**src/rtl/mc_ctrl_fsm_pkg.sv**
```systemverilog
// Shared encodings for the multi-cycle MIPS control sequencer: state codes,
// datapath select codes, ALU operation codes and instruction opcode/funct values.
package mc_ctrl_fsm_pkg;

  localparam logic [2:0] ST_FETCH   = 3'd0;
  localparam logic [2:0] ST_DECODE  = 3'd1;
  localparam logic [2:0] ST_EXEC    = 3'd2;
  localparam logic [2:0] ST_MEM     = 3'd3;
  localparam logic [2:0] ST_WB      = 3'd4;
  localparam logic [2:0] ST_BRANCH  = 3'd5;
  localparam logic [2:0] ST_JUMP    = 3'd6;
  localparam logic [2:0] ST_ILLEGAL = 3'd7;

  localparam logic [1:0] PC_PLUS4  = 2'b00;
  localparam logic [1:0] PC_BRANCH = 2'b01;
  localparam logic [1:0] PC_JUMP   = 2'b10;
  localparam logic [1:0] PC_RS     = 2'b11;

  localparam logic [1:0] DST_RT  = 2'b00;
  localparam logic [1:0] DST_RD  = 2'b01;
  localparam logic [1:0] DST_R31 = 2'b10;

  localparam logic [1:0] WD_ALUOUT = 2'b00;
  localparam logic [1:0] WD_MDR    = 2'b01;
  localparam logic [1:0] WD_PC     = 2'b10;

  localparam logic [1:0] SRCB_RT      = 2'b00;
  localparam logic [1:0] SRCB_FOUR    = 2'b01;
  localparam logic [1:0] SRCB_IMM     = 2'b10;
  localparam logic [1:0] SRCB_IMM_SL2 = 2'b11;

  localparam logic [4:0] ALU_NOP  = 5'd0;
  localparam logic [4:0] ALU_ADDU = 5'd1;
  localparam logic [4:0] ALU_ADD  = 5'd2;
  localparam logic [4:0] ALU_SUBU = 5'd3;
  localparam logic [4:0] ALU_SUB  = 5'd4;
  localparam logic [4:0] ALU_AND  = 5'd5;
  localparam logic [4:0] ALU_OR   = 5'd6;
  localparam logic [4:0] ALU_SLT  = 5'd7;
  localparam logic [4:0] ALU_SLL  = 5'd8;
  localparam logic [4:0] ALU_SRL  = 5'd9;
  localparam logic [4:0] ALU_LUI  = 5'd10;

  localparam logic [5:0] OP_RTYPE = 6'h00;
  localparam logic [5:0] OP_J     = 6'h02;
  localparam logic [5:0] OP_JAL   = 6'h03;
  localparam logic [5:0] OP_BEQ   = 6'h04;
  localparam logic [5:0] OP_BNE   = 6'h05;
  localparam logic [5:0] OP_ADDI  = 6'h08;
  localparam logic [5:0] OP_SLTI  = 6'h0A;
  localparam logic [5:0] OP_ORI   = 6'h0D;
  localparam logic [5:0] OP_LUI   = 6'h0F;
  localparam logic [5:0] OP_LW    = 6'h23;
  localparam logic [5:0] OP_SW    = 6'h2B;

  localparam logic [5:0] FN_SLL  = 6'h00;
  localparam logic [5:0] FN_SRL  = 6'h02;
  localparam logic [5:0] FN_JR   = 6'h08;
  localparam logic [5:0] FN_ADDU = 6'h21;
  localparam logic [5:0] FN_SUBU = 6'h23;
  localparam logic [5:0] FN_AND  = 6'h24;
  localparam logic [5:0] FN_OR   = 6'h25;
  localparam logic [5:0] FN_SLT  = 6'h2A;

  typedef enum logic [3:0] {
    CL_R_ALU, CL_I_ALU, CL_LW, CL_SW, CL_BEQ, CL_BNE, CL_J, CL_JAL, CL_JR, CL_ILL
  } instr_class_t;

  typedef struct packed {
    instr_class_t cls;
    logic [4:0]   alu_ctrl;
    logic         ext_op;
    logic         illegal;
  } dec_t;

endpackage

```
**src/rtl/mc_ctrl_fsm_instr_class_dec.sv**
```systemverilog
// Combinational instruction classifier: opcode/funct -> class, ALU operation,
// immediate extension mode and an unsupported-instruction flag.
module mc_ctrl_fsm_instr_class_dec
  import mc_ctrl_fsm_pkg::*;
(
  input  logic [5:0] opcode,
  input  logic [5:0] func,
  output dec_t       dec
);

  always_comb begin
    dec = '{cls: CL_ILL, alu_ctrl: ALU_NOP, ext_op: 1'b0, illegal: 1'b1};
    case (opcode)
      OP_RTYPE: begin
        dec.cls     = CL_R_ALU;
        dec.illegal = 1'b0;
        case (func)
          FN_ADDU: dec.alu_ctrl = ALU_ADDU;
          FN_SUBU: dec.alu_ctrl = ALU_SUBU;
          FN_AND:  dec.alu_ctrl = ALU_AND;
          FN_OR:   dec.alu_ctrl = ALU_OR;
          FN_SLT:  dec.alu_ctrl = ALU_SLT;
          FN_SLL:  dec.alu_ctrl = ALU_SLL;
          FN_SRL:  dec.alu_ctrl = ALU_SRL;
          FN_JR:   dec.cls      = CL_JR;
          default: begin
            dec.cls     = CL_ILL;
            dec.illegal = 1'b1;
          end
        endcase
      end
      OP_ADDI: dec = '{cls: CL_I_ALU, alu_ctrl: ALU_ADD,  ext_op: 1'b1, illegal: 1'b0};
      OP_SLTI: dec = '{cls: CL_I_ALU, alu_ctrl: ALU_SLT,  ext_op: 1'b1, illegal: 1'b0};
      OP_ORI:  dec = '{cls: CL_I_ALU, alu_ctrl: ALU_OR,   ext_op: 1'b0, illegal: 1'b0};
      OP_LUI:  dec = '{cls: CL_I_ALU, alu_ctrl: ALU_LUI,  ext_op: 1'b0, illegal: 1'b0};
      OP_LW:   dec = '{cls: CL_LW,    alu_ctrl: ALU_ADDU, ext_op: 1'b1, illegal: 1'b0};
      OP_SW:   dec = '{cls: CL_SW,    alu_ctrl: ALU_ADDU, ext_op: 1'b1, illegal: 1'b0};
      OP_BEQ:  dec = '{cls: CL_BEQ,   alu_ctrl: ALU_NOP,  ext_op: 1'b0, illegal: 1'b0};
      OP_BNE:  dec = '{cls: CL_BNE,   alu_ctrl: ALU_NOP,  ext_op: 1'b0, illegal: 1'b0};
      OP_J:    dec = '{cls: CL_J,     alu_ctrl: ALU_NOP,  ext_op: 1'b0, illegal: 1'b0};
      OP_JAL:  dec = '{cls: CL_JAL,   alu_ctrl: ALU_NOP,  ext_op: 1'b0, illegal: 1'b0};
      default: ;
    endcase
  end

endmodule

```
**src/rtl/mc_ctrl_fsm.sv**
```systemverilog
// Multi-cycle MIPS control sequencer with held memory handshake and wait timeout.
//   state    | meaning
//   FETCH    | read instruction at PC; on mem_ready latch IR and PC <= PC+4
//   DECODE   | latch class, ALU precomputes branch target
//   EXEC     | ALU op for R/I types, address calc for LW/SW
//   MEM      | data access at ALUOut, held until mem_ready
//   WB       | register file write, instruction done
//   BRANCH   | compare rs/rt, conditional PC load, instruction done
//   JUMP     | PC load for J/JAL/JR (+ link write for JAL), instruction done
//   ILLEGAL  | flag unsupported instruction, no writes
module mc_ctrl_fsm
  import mc_ctrl_fsm_pkg::*;
#(
  parameter int ALUCTRL_W = 5,
  parameter int WAIT_MAX  = 15
) (
  input  logic                 clk,
  input  logic                 rst_n,
  input  logic [5:0]           opcode,
  input  logic [5:0]           func,
  input  logic                 zero,
  input  logic                 mem_ready,
  output logic                 pc_write,
  output logic                 pc_write_c,
  output logic [1:0]           pc_src,
  output logic                 iord,
  output logic                 ir_write,
  output logic                 mem_read,
  output logic                 mem_write,
  output logic                 reg_write,
  output logic [1:0]           reg_dst,
  output logic [1:0]           mem_to_reg,
  output logic                 alu_src_a,
  output logic [1:0]           alu_src_b,
  output logic                 ext_op,
  output logic [ALUCTRL_W-1:0] alu_ctrl,
  output logic                 instr_done,
  output logic                 illegal,
  output logic                 mem_timeout
);

  localparam int CNT_W = $clog2(WAIT_MAX + 1);
  localparam logic [CNT_W-1:0] WAIT_TC = CNT_W'(WAIT_MAX);

  logic [2:0]       state, state_nxt;
  instr_class_t     cls;
  logic [CNT_W-1:0] wait_cnt;
  dec_t             dec;
  logic             in_wait, wait_exp;
  logic [4:0]       alu_op;

  mc_ctrl_fsm_instr_class_dec u_dec (.opcode(opcode), .func(func), .dec(dec));

  assign in_wait  = (state == ST_FETCH) || (state == ST_MEM);
  // mem_ready in the terminal-count cycle still completes the access
  assign wait_exp = in_wait && !mem_ready && (wait_cnt == WAIT_TC);

  always_comb begin
    state_nxt = state;
    case (state)
      ST_FETCH:  if (mem_ready) state_nxt = ST_DECODE;
      ST_DECODE: begin
        if (dec.illegal) state_nxt = ST_ILLEGAL;
        else begin
          case (dec.cls)
            CL_BEQ, CL_BNE:     state_nxt = ST_BRANCH;
            CL_J, CL_JAL, CL_JR: state_nxt = ST_JUMP;
            CL_ILL:             state_nxt = ST_ILLEGAL;
            default:            state_nxt = ST_EXEC;
          endcase
        end
      end
      ST_EXEC:   state_nxt = (cls == CL_LW || cls == CL_SW) ? ST_MEM : ST_WB;
      ST_MEM: begin
        if (mem_ready)     state_nxt = (cls == CL_LW) ? ST_WB : ST_FETCH;
        else if (wait_exp) state_nxt = ST_FETCH;
      end
      default:   state_nxt = ST_FETCH;
    endcase
  end

  always_ff @(posedge clk) begin
    if (!rst_n) begin
      state    <= ST_FETCH;
      cls      <= CL_R_ALU;
      wait_cnt <= '0;
    end else begin
      state <= state_nxt;
      if (state == ST_DECODE) cls <= dec.cls;
      if (!in_wait || mem_ready || wait_exp) wait_cnt <= '0;
      else                                   wait_cnt <= wait_cnt + 1'b1;
    end
  end

  always_comb begin
    pc_write    = 1'b0;
    pc_write_c  = 1'b0;
    pc_src      = PC_PLUS4;
    iord        = 1'b0;
    ir_write    = 1'b0;
    mem_read    = 1'b0;
    mem_write   = 1'b0;
    reg_write   = 1'b0;
    reg_dst     = DST_RT;
    mem_to_reg  = WD_ALUOUT;
    alu_src_a   = 1'b0;
    alu_src_b   = SRCB_RT;
    ext_op      = 1'b0;
    alu_op      = ALU_NOP;
    instr_done  = 1'b0;
    illegal     = 1'b0;
    mem_timeout = 1'b0;
    case (state)
      ST_FETCH: begin
        mem_read    = !wait_exp;
        alu_src_b   = SRCB_FOUR;
        alu_op      = ALU_ADDU;
        ir_write    = mem_ready;
        pc_write    = mem_ready;
        mem_timeout = wait_exp;
      end
      ST_DECODE: begin
        alu_src_b = SRCB_IMM_SL2;
        ext_op    = 1'b1;
        alu_op    = ALU_ADDU;
      end
      ST_EXEC: begin
        alu_src_a = 1'b1;
        alu_src_b = (cls == CL_R_ALU) ? SRCB_RT : SRCB_IMM;
        ext_op    = dec.ext_op;
        alu_op    = dec.alu_ctrl;
      end
      ST_MEM: begin
        iord        = 1'b1;
        mem_read    = (cls == CL_LW) && !wait_exp;
        mem_write   = (cls == CL_SW) && !wait_exp;
        instr_done  = (cls == CL_SW) && mem_ready;
        mem_timeout = wait_exp;
      end
      ST_WB: begin
        reg_write  = 1'b1;
        reg_dst    = (cls == CL_R_ALU) ? DST_RD : DST_RT;
        mem_to_reg = (cls == CL_LW) ? WD_MDR : WD_ALUOUT;
        instr_done = 1'b1;
      end
      ST_BRANCH: begin
        alu_src_a  = 1'b1;
        alu_op     = ALU_SUBU;
        pc_src     = PC_BRANCH;
        pc_write_c = (cls == CL_BEQ) ? zero : !zero;
        instr_done = 1'b1;
      end
      ST_JUMP: begin
        pc_write   = 1'b1;
        pc_src     = (cls == CL_JR) ? PC_RS : PC_JUMP;
        instr_done = 1'b1;
        if (cls == CL_JAL) begin
          reg_write  = 1'b1;
          reg_dst    = DST_R31;
          mem_to_reg = WD_PC;
        end
      end
      default: illegal = 1'b1;
    endcase
  end

  assign alu_ctrl = ALUCTRL_W'(alu_op);

endmodule

```
**config.mk**
```make
export PLATFORM = sky130hd
export DESIGN_NAME = mc_ctrl_fsm
export DESIGN_NICKNAME = d
export VERILOG_FILES = /design/src/rtl/mc_ctrl_fsm_pkg.sv /design/src/rtl/mc_ctrl_fsm_instr_class_dec.sv /design/src/rtl/mc_ctrl_fsm.sv
export SDC_FILE = /design/constraint.sdc
export NUM_CORES = 1
export LEC_CHECK = 0
export ABC_AREA = 1
export BUFFER_PORTS_ARGS = -buffer_cell sky130_fd_sc_hd__clkbuf_2
export CAP_MARGIN = 0
export CORE_UTILIZATION = 40
export DETAILED_ROUTE_END_ITERATION = 10
export PLACE_DENSITY = 0.68
export SYNTH_ARGS = -nofsm -noshare
export SYNTH_HDL_FRONTEND = slang
export SYNTH_SLANG_ARGS = --single-unit
```
**constraint.sdc**
```tcl
create_clock -name clk -period 1.5 [get_ports clk]
set_clock_uncertainty 0.05 [all_clocks]
set_input_delay 0.3 -clock clk [delete_from_list [all_inputs] [get_ports clk]]
set_output_delay 0.3 -clock clk [all_outputs]
set_load 0.005 [all_outputs]
```
==> key figures, run 1 <==
GRT
  • First-pass GRT wire length: roughly 5.2 mm
  • Grt ovf: 0
  • Initial antenna violation count: 0
  • Tot GR Track Use: between 20% and 30%
  • Largest net degree at the start of global routing: 8
  • Vias in the first global route: about 1300

Floorplan
  • Initial Util: between 40% and 50%
  • Std cell rows: 18
  • Ports: 41
  • Core Region: around 2500 sq um
  • Die Y: around 55 um
  • Die Footprint: 2996 sq um
  • Die W: between 50 and 60 um

Worst setup path
  • Setup crit start kind: flip-flop
  • CP startpoint: state[2]
  • Top fanout value on the critical path: 5
  • Termination of the worst setup path: mem_read
  • Critical path class: reg -> out
  • RR Startpoint: state[2]
  • Worst Setup End Kind: primary output
  • WP data required: approximately 1.2 ns
  • Reg2Reg Depth: 11
  • FF-to-FF End: state[0]
  • R2r setup slk: -0.06 ns
  • CP arrival: approximately 1.6 ns

Routing
  • Pre-antenna DRT Iters: 4
  • Vias: between 1500 and 2000
  • Post-DR wirelength/cell: around 14 um
  • Vias per cell: 5.148
  • DRT antenna net count: 0
  • Initial DRC count: 66
  • DR DRC count: 0
  • Routed wire length: approximately 4.5 mm

Run status
  • Failing checks: setup timing
  • Status: finished with violations

Clocking
  • Hold-fix buffers, CTS: 0
  • CTS tree: built
  • CTS root buf: clkbuf_4
  • Clock Latency Late Sink: between 0.2 and 0.3 ns
  • CTS Buffer Depth: 2
  • Clock buffer count from CTS: 3
  • Clk slew on worst S/H paths: approximately 0.07 ns
  • Htree depth: 1
  • Clk sinks: 11

Timing
  • Final Slew Violations: 0
  • Setup_tns: -4.319 ns
  • Final Hold Viols: 0
  • Fmax: ~530 MHz
  • RSZ-0062 raised after global routing: true
  • Setup slack after layout: -0.4041 ns
  • Final Setup Violations: 24
  • Period utilisation layout: 126.9%
  • Crit path time final: ~1.9 ns

Pwr
  • Max VDD drop: about 1.3 mV
  • Pwr Density: between 1000 and 1500 nW/um^2
  • Leak: around 1.1 nW
  • Post-layout total power: just under 3 mW

Flow run
  • Max-Cap Viols: 0

Synthesis
  • Syn_area_per_cell: ~5.5 sq um
  • YS warnings: 0
  • Sequential share of the synthesized area: 19.80%
  • Seq cells post-synth: 11
  • Mapped Area: between 1000 and 1500 sq um
  • Post-Syn Instances: roughly 200
  • Syn_nets: around 220
  • Post-synth cell types: 26

Cells and area
  • Layout cells sized above 1: slightly below 60%
  • Layout Utilization: between 80% and 90%
  • P&R area growth vs syn: 93.93%
  • Commonest non-fill, non-tap cell in the layout: buf_4
  • Nets@finish: between 300 and 400
  • Final Non-Filler Cells: approximately 330
  • ANT cells: 0
  • Commonest non-fill, non-tap cells in the layout: buf_4, inv_1, nand2_1
  • # fillers: approximately 160

Placed design
  • Placed Instances: 317
  • HPWL Detailed: between 2 and 3 mm
  • GPL Wtd Cong: about 0.86
  • Port bufs: 39

Min path
  • Hold Path Class: in -> reg
## power by group
group	internal, mW	switching (mW)	leakage (nW)	total, mW
registers	0.405	0.123	0.0932	0.528
clock network	0.103	0.108	0.0150	0.211
logic	0.994	1.15	1.00	2.14
## how the worst min path moves through the flow
stage | from | to | depth (start not counted)
2_1_floorplan | wait_cnt[0] | wait_cnt[0] | 1
3_3_place_gp | wait_cnt[0] | wait_cnt[0] | 1
3_5_place_dp | wait_cnt[0] | wait_cnt[0] | 1
4_1_cts | rst_n | cls[1] | 3
5_1_grt | rst_n | cls[3] | 3
6_report | rst_n | cls[1] | 3
## logic make-up (layout without fill, tap and decap cells)
kind of cell | after synthesis | count (layout) | synth area share (%)
AOI/OAI and AO/OA | 22 | 22 | 11.47
xor gates and xnor gates | 3 | 3 | 2.363
adders and majority gates | 1 | 1 | 1.125
buffers and inverters | 47 | 146 | 16.53
DFF | 11 | 11 | 19.80
other | 1 | 1 | 0.3371
and+or+nand+nor | 117 | 117 | 48.37
## sequential cells by signal, indices dropped and copies added (netlist names)
name and cells:
cls 4, state 3, wait_cnt 4
## Yosys cell counts (all sizes together)
cell | number | area [sq um]
inv | 45 | 168.9
nor2 | 45 | 193.9
nand2 | 37 | 146.4
nand3 | 20 | 100.1
dfxtp | 11 | 220.2
o21ai | 10 | 50.04
nand4 | 9 | 56.30
nor3 | 5 | 35.03
a21oi | 4 | 20.02
a31oi | 3 | 18.77
buf | 2 | 15.01
o211ai | 2 | 15.01
xnor2 | 2 | 17.52
conb | 1 | 3.750
ha | 1 | 12.51
nor4 | 1 | 6.260
o21a | 1 | 7.510
o31ai | 1 | 7.510
o41ai | 1 | 8.760
xor2 | 1 | 8.760
## cell type report
type / instances / area [sq um] / area share [%]
Clock buffer: 4 / 26.28 / 1.218
Inverter: 45 / 176.4 / 8.179
Multi-Input combinational cell: 144 / 957.2 / 44.37
Sequential cell: 11 / 235.2 / 10.90
Tap cell: 30 / 37.54 / 1.740
Timing Repair Buffer: 97 / 724.4 / 33.58
## metal layers
| metal | GRT usage [%] | vias up | part of all wire, % | wire, um |
|---|---|---|---|---|
| li1 | - | 841 | - | - |
| met1 | 30.98 | 771 | 41 | 1846 |
| met2 | 41.37 | 74 | 51 | 2314 |
| met3 | 5.000 | 18 | 5.2 | 236 |
| met4 | 4.701 | 0 | 3.3 | 151 |
| met5 | 0 | - | 0 | 0 |
## critical path: stages (launching register included)
cell and delay [ns]:
dfxtp_4 0.39, buf_4 0.15, nor2_4 0.10, inv_2 0.07, nand2_2 0.10, nand2_4 0.07, nor2_4 0.11, inv_2 0.05
nand2_1 0.07, inv_1 0.05, buf_2 0.12
## stage by stage
stage                     instance area (sq um)  setup WS (ns)  hold slack, ns
final                                      2157        -0.4041          0.2558
after global routing                       2157        -0.5004          0.2795
after CTS                                  1903        -0.2541          0.2632
after detailed placement                   1690        -0.2671          0.4007
after global placement                     1690        -0.2382          0.3822
after floorplan                            1112        0.02393          0.3675
## timing repair
| item | 4_1_cts | 5_1_grt |
|---|---|---|
| setup endpoints to repair | 21 | 25 |
| pin swaps | 12 | 27 |
| hold endpoints to repair | 0 | 0 |
| buffers inserted | 7 | 7 |
| gates resized for setup | 47 | 88 |
No activity file was read; power rests on OpenSTA's default activity.
==> inputs of run 2 (changes only) <==
--- a/config.mk
+++ b/config.mk
@@ -8,9 +8,11 @@
 export ABC_AREA = 1
 export BUFFER_PORTS_ARGS = -buffer_cell sky130_fd_sc_hd__clkbuf_2
 export CAP_MARGIN = 0
+export CORE_MARGIN = 5
 export CORE_UTILIZATION = 40
 export DETAILED_ROUTE_END_ITERATION = 10
 export PLACE_DENSITY = 0.68
+export RECOVER_POWER = 25
 export SYNTH_ARGS = -nofsm -noshare
 export SYNTH_HDL_FRONTEND = slang
 export SYNTH_SLANG_ARGS = --single-unit
==> run 2 against run 1 <==
  * Fmax down 2.4%
  * Flip-flop and latch count unchanged
  * Sequential share of layout area down 0.52 points
  * Critical endpoint is now alu_ctrl[2]
  * Final area up 4.5%
  * Worst hold slack improved by 0.027 ns
  * The flow still finishes with violations (setup timing)
  * Sequential power increased by 5.3%
  * Register-to-register slack better by 0.07 ns
  * Critical path type is now in -> out
  * Largest power group unchanged
  * Clock-buffer cell count unchanged
  * Die area rose by 31%
==> key figures, run 2 (synthesized netlist as in run 1, its figures left out) <==
Flow run
  • Max-Cap Viols: 0

Pwr
  • Net Sw Frac: between 40 and 50%
  • Clock share of power: under 10%
  • Pwr Density: around 1300 nW/um^2
  • Psw: roughly 1.3 mW
  • Sequential share of power: 19.7%
  • P_int: 1.485 mW
  • Leak: around 1.2 nW
  • Logic pwr share: about three quarters
  • Max VDD drop: 1.507 mV

GRT
  • First-pass GRT wire length: about 6.3 mm
  • Largest net degree at the start of global routing: 8
  • Initial antenna violation count: 0
  • Tot GR Track Use: about a fifth
  • Grt ovf: 0
  • Vias in the first global route: 1509

Floorplan
  • Initial Util: 41.04%
  • Core Region: approximately 2700 sq um
  • Die Y: 62.74 um
  • Die W: 62.74 um
  • Ports: between 40 and 50
  • Std cell rows: 19
  • Die Footprint: 3936 sq um

Min path
  • Endpoint, Worst Hold: cls[1]
  • Hold Path Class: in -> reg
  • Hold_sp: rst_n
  • Hold Path Depth: 3

Routing
  • Initial DRC count: 143
  • Vias per cell: roughly 5.3
  • Routed wire length: about 5.3 mm
  • Vias: 1800
  • Post-DR wirelength/cell: 15.69 um
  • Pre-antenna DRT Iters: 4
  • DR DRC count: 0
  • DRT antenna net count: 0

Clocking
  • Clock Latency Late Sink: about 0.28 ns
  • Htree depth: 1
  • Clk slew on worst S/H paths: ~0.060 ns
  • CTS root buf: clkbuf_4
  • Clock buffer count from CTS: 3
  • CTS Buffer Depth: 2
  • CTS tree: built
  • Clk sinks: 11

Placed design
  • GPL Wtd Cong: around 0.85
  • Port bufs: 39
  • Placement-stage cell area: ~1700 sq um
  • HPWL Detailed: between 2 and 3 mm

Timing
  • Fmax: 512.7 MHz
  • Final Setup Violations: 23
  • RSZ-0062 raised after global routing: true
  • Final Hold Viols: 0
  • Period utilisation layout: 130.0%
  • Setup_tns: -5.367 ns
  • Setup slack after layout: -0.4505 ns
  • Final Slew Violations: 0
  • Crit path time final: 1.951 ns

Cells and area
  • Flip-flop and latch area: approximately 230 sq um
  • Layout Utilization: approximately 83%
  • Final Instance Area: approximately 2300 sq um
  • ANT cells: 0
  • Commonest non-fill, non-tap cell in the layout: buf_4
  • Area of the multi-input gates: between 900 and 1000 sq um
  • P&R area growth vs syn: 102.6%
  • # fillers: 150
  • Nets@finish: 325
  • Largest regs: cls: 4 flops, wait_cnt: 4 flops, state: 3 flops
  • Commonest non-fill, non-tap cells in the layout: buf_4, inv_1, nand2_1
  • Layout cells sized above 1: slightly above 60%

Worst setup path
  • Reg2Reg Depth: 10
  • Critical path class: in -> out
  • Top fanout value on the critical path: 5
  • R2r setup slk: roughly 0.01 ns
  • FF-to-FF End: state[0]
  • WP data required: around 1.2 ns
  • RR Startpoint: state[1]
  • Worst Setup End Kind: primary output
  • CP arrival: 1.60 ns
  • Setup crit start kind: input pin

Run status
  • Status: finished with violations
  • Failing checks: setup timing
[run 2: critical path: stages]
cell and delay (ns):
buf_8 0.08, inv_4 0.03, nor2_4 0.19, nand4_1 0.17
nand2_1 0.13, inv_1 0.07, nand2_1 0.09, nand2_2 0.07
a31oi_2 0.16, o21ai_1 0.11, inv_1 0.08, clkbuf_2 0.11
[run 2: worst max-delay path by stage]
stage | cells after the start | to | start
6_report | 12 | alu_ctrl[2] | func[5]
3_5_place_dp | 11 | alu_ctrl[2] | func[2]
5_1_grt | 12 | alu_ctrl[2] | func[5]
3_3_place_gp | 11 | alu_ctrl[2] | func[2]
2_1_floorplan | 9 | mem_write | state[0]
4_1_cts | 10 | mem_write | state[2]
[run 2: area by class of cell]
| type | count | share of cell area, % |
|---|---|---|
| clock buffer | 4 | 1.166 |
| multi-input combinational | 144 | 42.98 |
| tap | 31 | 1.721 |
| sequential | 11 | 10.38 |
| timing repair buffer | 103 | 35.81 |
| inverter | 45 | 7.940 |
[run 2: timing repair]
| item | in CTS | in global routing |
|---|---|---|
| setup endpoints to repair | 23 | 24 |
| hold buffers | 0 | 0 |
| pin swaps | 15 | 28 |
| hold endpoints to repair | 0 | 0 |
| buffers inserted | 3 | 13 |
| gates cloned | 0 | 0 |
| gates resized for setup | 51 | 82 |
[run 2: per-stage QoR]
stage                     total power [mW]  hold slack [ns]  cells  worst slack, ns
after CTS                            2.192           0.2731    328          -0.2609
after global routing                 2.983           0.2776    338          -0.5671
final                                2.818           0.2830    338          -0.4505
after global placement               1.816           0.3822    321          -0.2337
after floorplan                      1.121           0.3675    202          0.02393
after detailed placement             1.830           0.3925    321          -0.2908
[run 2: metal layers]
layer  track usage, %  vias to the layer above  part of all wire, %
li1                 -                      852                    -
met5                0                        -                    0
met2            31.87                       93                   53
met3            4.317                       25                  7.4
met4            2.122                        0                  3.8
met1            24.46                      830                   35
[run 2: power by group through the flow]
stage,logic [mW],clock network [mW],registers (mW)
6_report,2.06,0.203,0.556
2_1_floorplan,0.652,0,0.468
4_1_cts,1.51,0.203,0.482
5_1_grt,2.19,0.224,0.569
3_3_place_gp,1.35,0,0.466
3_5_place_dp,1.36,0,0.466
==> inputs of run 3 (changes only) <==
--- a/config.mk
+++ b/config.mk
@@ -9,9 +9,9 @@
 export BUFFER_PORTS_ARGS = -buffer_cell sky130_fd_sc_hd__clkbuf_2
 export CAP_MARGIN = 0
 export CORE_MARGIN = 5
-export CORE_UTILIZATION = 40
+export CORE_UTILIZATION = 33
 export DETAILED_ROUTE_END_ITERATION = 10
-export PLACE_DENSITY = 0.68
+export PLACE_DENSITY = 0.58
 export RECOVER_POWER = 25
 export SYNTH_ARGS = -nofsm -noshare
 export SYNTH_HDL_FRONTEND = slang
==> run 3 against run 2 <==
  * Fmax grew 11%
  * Utilization down 17 points
  * The run still ends with setup timing left
  * Clock-buffer cell count unchanged
  * Flip-flop and latch count stayed put
  * Combinational power is essentially flat
  * Worst hold slack improved by 0.0064 ns
  * Critical path depth is 2 lower
  * Via count is 12% lower
  * Sequential power is 4.5% lower
  * Critical path type is now reg -> out
  * Clock power is 2% lower
  * Largest power group unchanged
  * Sequential share of layout area rose by 0.38 points
==> key figures, run 3 (synthesized netlist as in run 1, its figures left out) <==
Timing
  • Setup slack after layout: -0.2588 ns
  • Fmax: 568.6 MHz
  • RSZ-0062 raised after global routing: true
  • Final Hold Viols: 0
  • Hold slack: between 0.2 and 0.3 ns
  • Crit path time final: 1.759 ns
  • Period utilisation layout: 117.3%
  • Final Slew Violations: 0
  • Final Setup Violations: 22
  • Setup_tns: -3.617 ns

GRT
  • First-pass GRT wire length: 5.575 mm
  • Largest net degree at the start of global routing: 8
  • Vias in the first global route: 1373
  • Initial antenna violation count: 0
  • Grt ovf: 0
  • Tot GR Track Use: 15.35%

Cells and area
  • # fillers: 313
  • Commonest non-fill, non-tap cells in the layout: buf_4, inv_1, nand2_1
  • Flip-flop and latch area: roughly 230 sq um
  • Nets@finish: between 300 and 400
  • P&R area growth vs syn: 95.50%
  • Layout cells sized above 1: 56.21%
  • Final Non-Filler Cells: 352
  • Area of the multi-input gates: approximately 930 sq um
  • Commonest non-fill, non-tap cell in the layout: buf_4
  • Largest regs: cls: 4 flops, wait_cnt: 4 flops, state: 3 flops
  • ANT cells: 0

Worst setup path
  • R2r setup slk: approximately 0.04 ns
  • Worst Path Buf+Inv: 5
  • Most common cell on crit path: inv_2
  • Top fanout value on the critical path: 3
  • Family with the most delay on the worst path: simple AND/OR/NAND/NOR gates
  • Critical-path cell list: nor2_2, inv_2, nor2_2, inv_2, nor2_4, inv_2, o21ai_1, nand2_1, inv_1, clkbuf_2
  • Worst path slowest cell: dfxtp_2
  • WP data required: roughly 1.2 ns
  • Worst path depth: 10
  • Setup crit start kind: flip-flop
  • RR Startpoint: cls[2]
  • Reg2Reg Depth: 11
  • FF-to-FF End: state[0]
  • Worst Setup End Kind: primary output
  • Critical path class: reg -> out
  • CP arrival: 1.41 ns
  • Crit-path max cell delay: roughly 0.33 ns

Clocking
  • Clock buffer count from CTS: 3
  • CTS Buffer Depth: 2
  • CTS tree: built
  • Htree depth: 1
  • Clk sinks: 11
  • CTS root buf: clkbuf_4
  • Clk slew on worst S/H paths: approximately 0.07 ns
  • Clock Latency Late Sink: roughly 0.27 ns

Min path
  • Endpoint, Worst Hold: state[2]
  • Hold_sp: mem_ready
  • Hold Path Depth: 3
  • Hold Path Class: in -> reg

Routing
  • Routed wire length: 3.736 mm
  • Vias: between 1500 and 2000
  • Post-DR wirelength/cell: ~11 um
  • DR DRC count: 0
  • Initial DRC count: 52
  • Pre-antenna DRT Iters: 4
  • Vias per cell: 4.520
  • DRT antenna net count: 0

Placed design
  • Port bufs: 39
  • GPL Wtd Cong: 0.8533
  • Placed Instances: approximately 340
  • HPWL Detailed: ~2.8 mm

Floorplan
  • Die Footprint: 4631 sq um
  • Initial Util: approximately 34%
  • Core Region: 3311 sq um
  • Die Y: approximately 70 um
  • Ports: between 40 and 50
  • Die W: 68.06 um
  • Std cell rows: 21

Pwr
  • Leak: 1.127 nW
  • Post-layout total power: about 2.8 mW
  • Max VDD drop: 0.8240 mV
  • Pwr Density: 1287 nW/um^2

Run status
  • Failing checks: setup timing
  • Status: finished with violations

Flow run
  • Max-Cap Viols: 0
==> run 3: repair_timing <==
action | in CTS | in global routing
buffers inserted | 5 | 8
gates resized for setup | 44 | 71
pin swaps | 8 | 19
hold buffers | 0 | 0
setup endpoints to repair | 23 | 26
gates cloned | 0 | 0
==> run 3: worst max-delay path by stage <==
stage / slack [ns] / startpoint / to
floorplan: 0.02 / state[0] / mem_write
global placement: -0.24 / func[2] / alu_ctrl[2]
detailed placement: -0.31 / func[2] / alu_ctrl[2]
CTS: -0.24 / state[0] / mem_write
global route: -0.37 / cls[2] / mem_read
finish: -0.26 / cls[2] / mem_read
==> run 3: cell type report <==
class / count / area share, %
Multi-Input combinational cell: 144 / 42.64
Timing Repair Buffer: 102 / 34.64
Sequential cell: 11 / 10.76
Inverter: 45 / 8.113
Tap cell: 46 / 2.647
Clock buffer: 4 / 1.208
==> run 3: worst min-delay path, cell delays in order <==
cell	delay [ns]
clkbuf_2	0.10
nand3_1	0.09
a31oi_1	0.08
==> run 3: per-layer routing <==
layer | vias up | part of all wire [%] | wire [um] | track usage [%]
li1 | 856 | - | - | -
met3 | 3 | 4.6 | 171 | 2.135
met2 | 31 | 48 | 1810 | 26.96
met4 | 0 | 0.40 | 15 | 2.978
met5 | - | 0 | 0 | 0
met1 | 701 | 47 | 1738 | 19.88
==> run 3: metrics by stage <==
stage | area [sq um] | utilization (%) | setup WS, ns
6_report | 2175 | 65.68 | -0.2588
2_1_floorplan | 1112 | - | 0.02393
3_5_place_dp | 1740 | 52.57 | -0.3090
4_1_cts | 1939 | 58.58 | -0.2421
3_3_place_gp | 1740 | 52.57 | -0.2437
5_1_grt | 2175 | 65.68 | -0.3684
==> run 3: report_power, final <==
group	switching, mW	internal (mW)
clock	0.0963	0.103
sequential	0.128	0.403
combinational	1.03	1.04
total	1.25	1.54
